===== src/rtl/hazard_pkg.sv =====
// Shared definitions for the pipeline hazard controller and its mult/div stall counter.
// Used by hazard_ctrl; MD stall logic is enabled with macro HAZARD_CTRL_MD_EN.
package hazard_pkg;

  localparam logic [4:0] REG_ZERO = 5'd0;

  localparam int unsigned MD_CNT_W            = 6;
  localparam int unsigned MD_MULT_CYCLES_DEF  = 4;
  localparam int unsigned MD_DIV_CYCLES_DEF   = 32;

  typedef enum logic {
    MD_IDLE = 1'b0,
    MD_BUSY = 1'b1
  } md_state_e;

endpackage


===== src/rtl/md_stall_counter.sv =====
// Mult/div front-end stall sequencer: IDLE/MD_BUSY FSM with a 6-bit down-counter.
// Only instantiated when HAZARD_CTRL_MD_EN is defined.
module md_stall_counter
  import hazard_pkg::*;
#(
  parameter int unsigned MULT_CYCLES = MD_MULT_CYCLES_DEF,
  parameter int unsigned DIV_CYCLES  = MD_DIV_CYCLES_DEF
) (
  input  logic clk,
  input  logic reset,
  input  logic start,
  input  logic is_div,
  output logic busy,
  output logic done
);

  localparam logic [MD_CNT_W-1:0] MULT_LOAD = MD_CNT_W'(MULT_CYCLES - 1);
  localparam logic [MD_CNT_W-1:0] DIV_LOAD  = MD_CNT_W'(DIV_CYCLES - 1);
  localparam logic [MD_CNT_W-1:0] CNT_ONE   = MD_CNT_W'(1);

  md_state_e             state_q, state_d;
  logic [MD_CNT_W-1:0]   cnt_q, cnt_d;
  logic [MD_CNT_W-1:0]   load;

  assign load = is_div ? DIV_LOAD : MULT_LOAD;

  always_ff @(posedge clk) begin
    if (!reset) begin
      state_q <= MD_IDLE;
      cnt_q   <= '0;
    end else begin
      state_q <= state_d;
      cnt_q   <= cnt_d;
    end
  end

  // The start cycle is itself the first stall cycle, hence the N-1 load.
  always_comb begin
    state_d = state_q;
    cnt_d   = cnt_q;
    unique case (state_q)
      MD_IDLE: begin
        if (start && (load != '0)) begin
          state_d = MD_BUSY;
          cnt_d   = load;
        end
      end
      MD_BUSY: begin
        cnt_d = cnt_q - CNT_ONE;
        if (cnt_q <= CNT_ONE) state_d = MD_IDLE;
      end
      default: state_d = MD_IDLE;
    endcase
  end

  always_comb begin
    busy = 1'b0;
    done = 1'b0;
    unique case (state_q)
      MD_IDLE: begin
        busy = start;
        done = start && (load == '0);
      end
      MD_BUSY: begin
        busy = 1'b1;
        done = (cnt_q == CNT_ONE);
      end
      default: ;
    endcase
  end

endmodule


===== src/rtl/hazard_ctrl.sv =====
// Pipeline hazard controller: load-use stall, taken-branch flush and mult/div freeze.
// The mult/div freeze is present only when HAZARD_CTRL_MD_EN is defined.
module hazard_ctrl
  import hazard_pkg::*;
#(
  parameter int unsigned MD_MULT_CYCLES = MD_MULT_CYCLES_DEF,
  parameter int unsigned MD_DIV_CYCLES  = MD_DIV_CYCLES_DEF
) (
  input  logic       clk,
  input  logic       reset,
  input  logic [4:0] id_rs,
  input  logic [4:0] id_rt,
  input  logic       ex_mem_read,
  input  logic [4:0] ex_rt,
  input  logic       branch_taken,
  input  logic       md_start,
  input  logic       md_is_div,
  output logic       pc_write,
  output logic       if_id_write,
  output logic       if_id_flush,
  output logic       id_ex_write,
  output logic       id_ex_flush,
  output logic       md_busy,
  output logic       md_done
);

  logic load_use;
  logic md_stall;
  logic md_last;

  assign load_use = ex_mem_read && (ex_rt != REG_ZERO) &&
                    ((ex_rt == id_rs) || (ex_rt == id_rt));

`ifdef HAZARD_CTRL_MD_EN
  md_stall_counter #(
    .MULT_CYCLES (MD_MULT_CYCLES),
    .DIV_CYCLES  (MD_DIV_CYCLES)
  ) u_md_cnt (
    .clk    (clk),
    .reset  (reset),
    .start  (md_start),
    .is_div (md_is_div),
    .busy   (md_stall),
    .done   (md_last)
  );
`else
  logic unused_md;
  assign unused_md = ^{clk, md_start, md_is_div};
  assign md_stall  = 1'b0;
  assign md_last   = 1'b0;
`endif

  // Priority: MD freeze > load-use bubble > taken-branch flush; reset forces idle.
  always_comb begin
    pc_write    = 1'b1;
    if_id_write = 1'b1;
    if_id_flush = 1'b0;
    id_ex_write = 1'b1;
    id_ex_flush = 1'b0;
    md_busy     = 1'b0;
    md_done     = 1'b0;
    if (!reset) begin
      // hold idle values
    end else if (md_stall) begin
      pc_write    = 1'b0;
      if_id_write = 1'b0;
      id_ex_write = 1'b0;
      md_busy     = 1'b1;
      md_done     = md_last;
    end else if (load_use) begin
      pc_write    = 1'b0;
      if_id_write = 1'b0;
      id_ex_flush = 1'b1;
    end else if (branch_taken) begin
      if_id_flush = 1'b1;
    end
  end

endmodule


===== config.mk =====
export PLATFORM = sky130hd
export DESIGN_NAME = hazard_ctrl
export DESIGN_NICKNAME = d
export VERILOG_FILES = /design/src/rtl/hazard_pkg.sv /design/src/rtl/md_stall_counter.sv /design/src/rtl/hazard_ctrl.sv
export SDC_FILE = /design/constraint.sdc
export NUM_CORES = 1
export LEC_CHECK = 0
export ABC_AREA = 1
export BUFFER_PORTS_ARGS = -buffer_cell sky130_fd_sc_hd__buf_2
export CAP_MARGIN = 10
export CORE_AREA = 4 4 41 43
export DETAILED_ROUTE_END_ITERATION = 16
export DIE_AREA = 0 0 45 47
export GPL_ROUTABILITY_DRIVEN = 0
export GPL_TIMING_DRIVEN = 0
export SYNTH_ARGS = -nofsm -noshare
export SYNTH_HDL_FRONTEND = slang
export SYNTH_SLANG_ARGS = --single-unit
export TNS_END_PERCENT = 10

===== constraint.sdc =====
create_clock -name vclk -period 1.75
set_input_delay 0.35 -clock vclk [all_inputs]
set_output_delay 0.35 -clock vclk [all_outputs]
set_load 0.05 [all_outputs]

==> out/qor.yml, run 1 <==
worstSetupStartpoint: "ex_rt[2]"
cts_setup_buffers: 0
diodes: 0
synth_top_area_share: 0.311
synth.area.top_cells: "nand2_1, inv_1, buf_4, nor2_1, xnor2_1"
synth-compound-area-share: 0.0377
yosysSeqAreaShare: 0
grtUsageTotal: 0.0598
hold_start: "branch_taken"
io_buffers: 22
synth_top_area_cell: "nand2_1"
grt_pass1_wl_um: 1040
status: "finished, final reports clean"
seq_cell_count: 0
via_per_inst: 3.62
ir_drop_mv: 0.0792
syn_inst: 59
synth_xor_area_frac: 0.0660
die_w_um: 45
endpoint_kind: "primary output"
p_leak_uw: 0.000294
num_rows: 13
ant_nets: 0
fin_nets: 105
p_total_uw: 99.9
core_um2: 1300
ys_types: 13
cap_violations: 0
synth_top_family_by_area: "simple AND/OR/NAND/NOR gates"
dr.first_iter.drc_count: 3
hold_viol: 0
clock_buffers: 0
stdcell_count: 97
worstPathMaxFanout: 3
die_area_um2: 2120
synth_area_per_cell_um2: 4.50
vias: 351
first_pass_iters: 3
fmax_mhz: 620
period_minus_slack_ns: 1.61
initial_utilization: 0.204
min_to: "if_id_flush"
crit_arrival_ns: 1.26
dp_hpwl_um: 626
wl_per_cell_um: 6.80
powerDensity_nw_per_um2: 242
seq_area_um2: 0
fillerInstances: 164
post-place-cells: 97
drc: 0
totalWireLength_um: 660
syn-cell-area_um2: 265
yosysMostFrequentCell: "nand2_1"
grt_overflow_total: 0
drive_gt1_frac: 0.402
report.final.slew_viol_count: 0
place_ws_ns: 0.0498
fin_crit_sh: 0.922
tns_ns: 0
ys_warn_count: 0
synth_mux_area_frac: 0
grt_max_degree: 5
syn2layout_area_growth_pct: 55.7
io_pins: 28
antenna_found_initial: 0
setup_violations: 0
grt_setup_unrepaired: "no"
startpoint_type: "input port"
die_h_um: 47
grt_pass1_vias: 273
synthSimpleGateAreaFrac: 0.542
holdPathStages: 4
min_path_type: "in2out"
cts_hold_buffers: 0
worstPathRequired_ns: 1.40
fin_ws_ns: 0.136
synth_common_cells: "nand2_1, inv_1, nor2_1"
synthAdderAreaFrac: 0
critical_path_class: "in2out"
multiInputGateArea_um2: 186
## worst max path at each step
stage / end / slack [ns] / cells after the start
6_report: pc_write / 0.14 / 10
4_1_cts: pc_write / 0.05 / 8
3_5_place_dp: pc_write / 0.05 / 8
3_3_place_gp: pc_write / 0.07 / 8
5_1_grt: pc_write / 0.01 / 10
2_1_floorplan: id_ex_flush / 0.1 / 8
## report_power, final
part | internal [uW] | switching, uW | leakage [uW]
combinational | 39.5 | 60.4 | 0.000294
clock | 0 | 0 | 0
sequential | 0 | 0 | 0
total | 39.5 | 60.4 | 0.000294
## per-layer routing
metal,vias up,track usage,share of wire
met4,0,0,0
met1,127,0.0921,0.46
li1,208,-,-
met5,-,0,0
met3,0,0,0.13
met2,16,0.0989,0.42
## cell families after synthesis
logic type	count (synthesis)
buf+inv	19
xor+xnor	2
simple gates	34
other cells	2
compound gates	2
## layout make-up
cell class / instances / area share
well taps: 15 / 0.0455
plain buffers: 4 / 0.0727
inverters: 15 / 0.136
multi-input cells: 41 / 0.452
repair buffers: 22 / 0.294
## layout by cell type, fill, tap and decap left out
cell type	n
a21oi_2	1
buf_4	4
nand2_2	2
o21ai_0	1
buf_6	1
conb_1	3
clkbuf_4	2
xnor2_1	2
nand3_2	1
nand2_1	22
nand3_1	2
nand4_1	1
inv_2	3
buf_2	19
inv_1	12
nor2_1	6
## through the flow
stage	area, um^2	util	hold slack (ns)
after floorplan	273	-	0.856
after global placement	402	0.309	1.09
after detailed placement	402	0.309	1.09
after CTS	402	0.309	1.09
after global routing	413	0.317	1.10
final	413	0.317	1.09
## timing repair
item	4_1_cts	5_1_grt
endpoints found under the setup margin	0	3
endpoints found under the hold margin	0	0
gates resized for setup	0	5
## critical path, stage by stage
cell and delay (ns):
buf_2 0.11, inv_1 0.05, nand2_1 0.05, nand2_1 0.05, nor2_1 0.09, nand3_1 0.09, nand2_2 0.10, nand3_2 0.09
buf_4 0.14, buf_6 0.14
Note: power is estimated with default switching activity, not from simulation.
==> run 2: changes to the inputs <==
ABC_AREA = default   (was 1)
==> run 2 against run 1 <==
The flow now finishes with violations (negative setup slack). Area after synthesis down 31%. First-iteration DRC count down 100%. Critical path depth down 5. Count of clock-buffer cells in the layout unchanged. Fmax down 13%. Critical path type unchanged.
==> out/qor.yml, run 2 <==
syn_inst: 27  # was 59
core_um2: 1300  # unchanged
endpoint_kind: "primary output"  # unchanged
whs_ns: 1.07  # was 1.09 ns
grt_pass1_vias: 269  # was 273
crit_arrival_ns: 1.50  # was 1.26 ns
dr.first_iter.drc_count: 0  # was 3
fmax_mhz: 540  # was 620 MHz
final_common_cell: "buf_2"  # was nand2_1
critical_path_class: "in2out"  # unchanged
yosysSeqAreaShare: 0  # unchanged
syn-cell-area_um2: 184  # was 265 um^2
vias: 243  # was 351
worstPathRequired_ns: 1.40  # about the same
io_pins: 28  # unchanged
postPlaceCellArea_um2: 357  # was 402 um^2
die_area_um2: 2120  # unchanged
diodes: 0  # unchanged
ys_types: 10  # was 13
hold_viol: 0  # unchanged
startpoint_type: "input port"  # unchanged
grt_overflow_total: 0  # unchanged
fin_nets: 73  # was 105
powerDensity_nw_per_um2: 273  # was 242 nW/um^2
final_cell_mix: "buf_2, xnor2_1, buf_4, buf_8"  # was nand2_1, buf_2, inv_1
p_total_uw: 115  # was 99.9 uW
setup_violations: 4  # was 0
report.final.slew_viol_count: 0  # unchanged
fin_area_um2: 423  # was 413 um^2
synth_common_cells: "xnor2_1, buf_4, nand2_1, nand3_1, conb_1"  # was nand2_1, inv_1, nor2_1
worstPathMaxFanout: 3  # unchanged
clkPwrFrac: 0  # about the same
grt_setup_unrepaired: "yes"  # was no
io_buffers: 22  # unchanged
grt_max_degree: 4  # was 5
initial_utilization: 0.141  # was 0.204
seq_cell_count: 0  # unchanged
synth.area.top_cells: "xnor2_1, buf_4, nand3_1, nand2_1, conb_1"  # was nand2_1, inv_1, buf_4, nor2_1, xnor2_1
multiInputGateArea_um2: 211  # was 186 um^2
drive_gt1_frac: 0.640  # was 0.402
clock_buffers: 0  # unchanged
min_path_type: "in2out"  # unchanged
seq_power_share: 0  # about the same
num_rows: 13  # unchanged
dp_hpwl_um: 561  # was 626 um
die_h_um: 47  # unchanged
tns_ns: -0.362  # was 0 ns
cts_setup_buffers: 0  # unchanged
ant_nets: 0  # unchanged
synth_area_per_cell_um2: 6.81  # was 4.50 um^2
grt_pass1_wl_um: 945  # was 1040 um
period_minus_slack_ns: 1.85  # was 1.61 ns
fin_ws_ns: -0.104  # was 0.136 ns
first_pass_iters: 1  # was 3
switchingPower_uw: 60.2  # was 60.4 uW
seq_area_um2: 0  # unchanged
wl_per_cell_um: 9.42  # was 6.80 um
antenna_found_initial: 0  # unchanged
via_per_inst: 3.74  # was 3.62
cts_hold_buffers: 0  # unchanged
internal_power_uw: 55.0  # was 39.5 uW
drc: 0  # unchanged
die_w_um: 45  # unchanged
yosysMostFrequentCell: "xnor2_1"  # was nand2_1
grtUsageTotal: 0.0566  # was 0.0598
synth_top_area_cell: "xnor2_1"  # was nand2_1
p_comb_frac: 1.000  # about the same
synth_top_area_share: 0.476  # was 0.311
ir_drop_mv: 0.0702  # was 0.0792 mV
status: "complete, but fails checks"  # was finished, final reports clean
p_leak_uw: 0.000180  # was 0.000294 uW
p_sw_frac: 0.523  # was 0.604
ys_warn_count: 0  # unchanged
fillerInstances: 149  # was 164
syn2layout_area_growth_pct: 130  # was 55.7%
fin_crit_sh: 1.06  # was 0.922
totalWireLength_um: 612  # was 660 um
cap_violations: 0  # unchanged
violations: "negative setup slack"
==> run 2: cell count changes in the layout (fill, tap and decap cells not counted), sizes merged, moves of 2 or more <==
cell	before	now
nor2	6	0
clkbuf	2	0
buf	24	26
xnor2	2	10
nand2	24	3
inv	15	0
==> run 2: critical path, cell delays in order <==
cell and delay (ns):
buf_8 0.10, or4_4 0.52, o21a_4 0.23, and3_4 0.15
buf_8 0.14
==> run 2: worst paths after layout <==
path / startpoint / end / cells past startpoint
setup / recovery: ex_rt[4] / id_ex_flush / 5
hold / removal: branch_taken / if_id_flush / 4
==> run 2: per-layer routing <==
| layer | up-vias | share of wire | GRT usage |
|---|---|---|---|
| met5 | - | 0 | 0 |
| met3 | 0 | 0.075 | 0 |
| met4 | 0 | 0 | 0 |
| met2 | 8 | 0.66 | 0.136 |
| li1 | 129 | - | - |
| met1 | 106 | 0.26 | 0.0539 |
==> run 2: final cells by class <==
class / count / share of cell area
Multi-Input combinational cell: 24 / 0.500
Tap cell: 15 / 0.0444
Timing Repair Buffer: 22 / 0.367
Buffer: 4 / 0.0888
==> run 2: power by group through the flow <==
stage               registers [uW]  clock network, uW  logic (uW)
global route                     0                  0         125
floorplan                        0                  0        67.2
finish                           0                  0         115
CTS                              0                  0         110
detailed placement               0                  0        99.8
global placement                 0                  0        98.7
==> run 2: cell families after synthesis <==
group,Yosys count,synth area share
buffers and inverters,4,0.163
XOR/XNOR,10,0.476
AO/OA/AOI/OAI,3,0.102
other,2,0.0408
AND/OR/NAND/NOR,8,0.218
==> run 2: repair_timing <==
action / CTS / global route
endpoints found under the setup margin: 4 / 4
cloned: 0 / 0
resized for setup: 14 / 2
pin swaps: 3 / 2
==> run 2: stage by stage <==
| step | util | instances | setup slack, ns |
|---|---|---|---|
| after floorplan | - | 28 | -0.0350 |
| after global placement | 0.274 | 65 | -0.260 |
| after detailed placement | 0.274 | 65 | -0.264 |
| after CTS | 0.316 | 65 | -0.129 |
| after global routing | 0.325 | 65 | -0.131 |
| final | 0.325 | 65 | -0.104 |
==> run 3: changes to the inputs <==
CELL_PAD_IN_SITES_DETAIL_PLACEMENT = 1   (was default)
CELL_PAD_IN_SITES_GLOBAL_PLACEMENT = 2   (was default)
CORE_AREA = default   (was 4 4 41 43)
CORE_MARGIN = 4   (was default)
CORE_UTILIZATION = 11   (was default)
DIE_AREA = default   (was 0 0 45 47)
PLACE_DENSITY_LB_ADDON = 0.1   (was default)
clock period = 1.51 ns   (was 1.75 ns; I/O delays follow)
==> run 3 against run 2 <==
The run still ends with negative setup slack left. Die area is 13% higher. Utilization is 4.5 points lower. Power is 18% higher. Sequential share of layout area stayed put. Setup slack worse by 0.15 ns. Count of clock-buffer cells in the layout stayed put. Routed wire length is 13% higher.
==> out/qor.yml, run 3 (synthesis gave the netlist of run 2 again) <==
grt_setup_unrepaired: "yes"  # unchanged
seq_area_um2: 0  # unchanged
startpoint_type: "input port"  # unchanged
worstPathMaxFanout: 3  # unchanged
hold_viol: 0  # unchanged
crit_top_cell: "buf_8"  # unchanged
cpPeakStageDelay_ns: 0.52  # about the same
die_area_um2: 2390  # was 2120 um^2
totalWireLength_um: 691  # was 612 um
grtUsageTotal: 0.0567  # was 0.0566
cap_violations: 0  # unchanged
first_pass_iters: 1  # unchanged
worst-path-stages: 5  # unchanged
fillerInstances: 188  # was 149
vias: 252  # was 243
wl_per_cell_um: 10.3  # was 9.42 um
fmax_mhz: 567
fin_crit_sh: 1.17
critical_path_class: "in2out"  # unchanged
clock_buffers: 0  # unchanged
holdPathStages: 4  # unchanged
status: "complete, but fails checks"  # unchanged
ant_nets: 0  # unchanged
final_common_cell: "buf_2"  # unchanged
place_ws_ns: -0.432  # was -0.264 ns
tns_ns: -0.960  # was -0.362 ns
period_minus_slack_ns: 1.76
powerDensity_nw_per_um2: 315  # was 273 nW/um^2
grt_overflow_total: 0  # unchanged
drive_gt1_frac: 0.647  # was 0.640
io_buffers: 22  # unchanged
fin_ws_ns: -0.253  # was -0.104 ns
setup_violations: 4  # unchanged
antenna_found_initial: 0  # unchanged
endpoint_kind: "primary output"  # unchanged
grt_pass1_vias: 304  # was 269
crit_arrival_ns: 1.46  # was 1.50 ns
final_cell_mix: "buf_2, xnor2_1, buf_4"  # was buf_2, xnor2_1, buf_4, buf_8
io_pins: 28  # unchanged
drc: 0  # unchanged
num_rows: 14  # was 13
worstPathRequired_ns: 1.21  # was 1.40 ns
ir_drop_mv: 0.116  # was 0.0702 mV
grt_pass1_wl_um: 1190  # was 945 um
crit_family: "simple AND/OR/NAND/NOR gates"  # unchanged
seq_cell_count: 0  # unchanged
worstPathCellList: "buf_8 -> or4_4 -> o21a_4 -> and3_4 -> buf_8"  # unchanged
core_um2: 1540  # was 1300 um^2
die_h_um: 48.9  # was 47 um
p_leak_uw: 0.000184  # was 0.000180 uW
die_w_um: 48.9  # was 45 um
dr.first_iter.drc_count: 0  # unchanged
min_to: "if_id_flush"  # unchanged
violations: "negative setup slack"  # unchanged
via_per_inst: 3.76  # was 3.74
cts_hold_buffers: 0  # unchanged
hold_start: "branch_taken"  # unchanged
report.final.slew_viol_count: 0  # unchanged
crit_buf_inv: 2  # unchanged
initial_utilization: 0.119  # was 0.141
min_path_type: "in2out"  # unchanged
fin_nets: 74  # was 73
diodes: 0  # unchanged
cp_slowest_cell: "or4_4"  # unchanged
grt_max_degree: 4  # unchanged
dp_hpwl_um: 651  # was 561 um
syn2layout_area_growth_pct: 135  # was 130%
## run 3: cell type report
| type | count | area, um^2 | area share |
|---|---|---|---|
| Tap cell | 16 | 20.0 | 0.0464 |
| Buffer | 4 | 37.5 | 0.0870 |
| Multi-Input combinational cell | 24 | 211 | 0.490 |
| Timing Repair Buffer | 23 | 163 | 0.377 |
## run 3: worst max-delay path by stage
stage	startpoint	endpoint	slack, ns
finish	ex_rt[3]	id_ex_flush	-0.25
floorplan	ex_rt[1]	pc_write	-0.18
global route	ex_rt[3]	pc_write	-0.27
CTS	ex_rt[3]	id_ex_flush	-0.28
global placement	ex_rt[1]	pc_write	-0.43
detailed placement	ex_rt[1]	id_ex_flush	-0.43
## run 3: routing by layer
layer / share of wire / up-vias / GRT usage
met5: 0 / - / 0
met4: 0 / 0 / 0
met3: 0.10 / 0 / 0.0153
met2: 0.54 / 13 / 0.117
met1: 0.35 / 108 / 0.0580
li1: - / 131 / -
## run 3: report_power, final
| group | internal (uW) | switching (uW) | leakage [uW] | total, uW |
|---|---|---|---|---|
| registers | 0 | 0 | 0 | 0 |
| logic | 65.3 | 70.8 | 0.000184 | 136 |
| clock network | 0 | 0 | 0 | 0 |
| total | 65.3 | 70.8 | 0.000184 | 136 |
## run 3: stage by stage
step                instances  hold slack (ns)  total power, uW  instance area, um^2   util
finish                     67            0.974              136                  432  0.280
CTS                        67            0.976              133                  424  0.275
global placement           66             1.01              115                  358  0.232
floorplan                  28            0.760             77.9                  228      -
global route               67            0.997              147                  432  0.280
detailed placement         66             1.02              118                  358  0.232
## run 3: timing repair
action,4_1_cts,5_1_grt
buffers inserted,1,0
resized for setup,17,1
cloned,0,0
endpoints found under the setup margin,4,4
pin swaps,3,2
## run 3: worst min-delay path, stage by stage
cell     delay, ns
buf_2         0.09
nand2_1       0.09
a21oi_4       0.04
buf_6         0.14
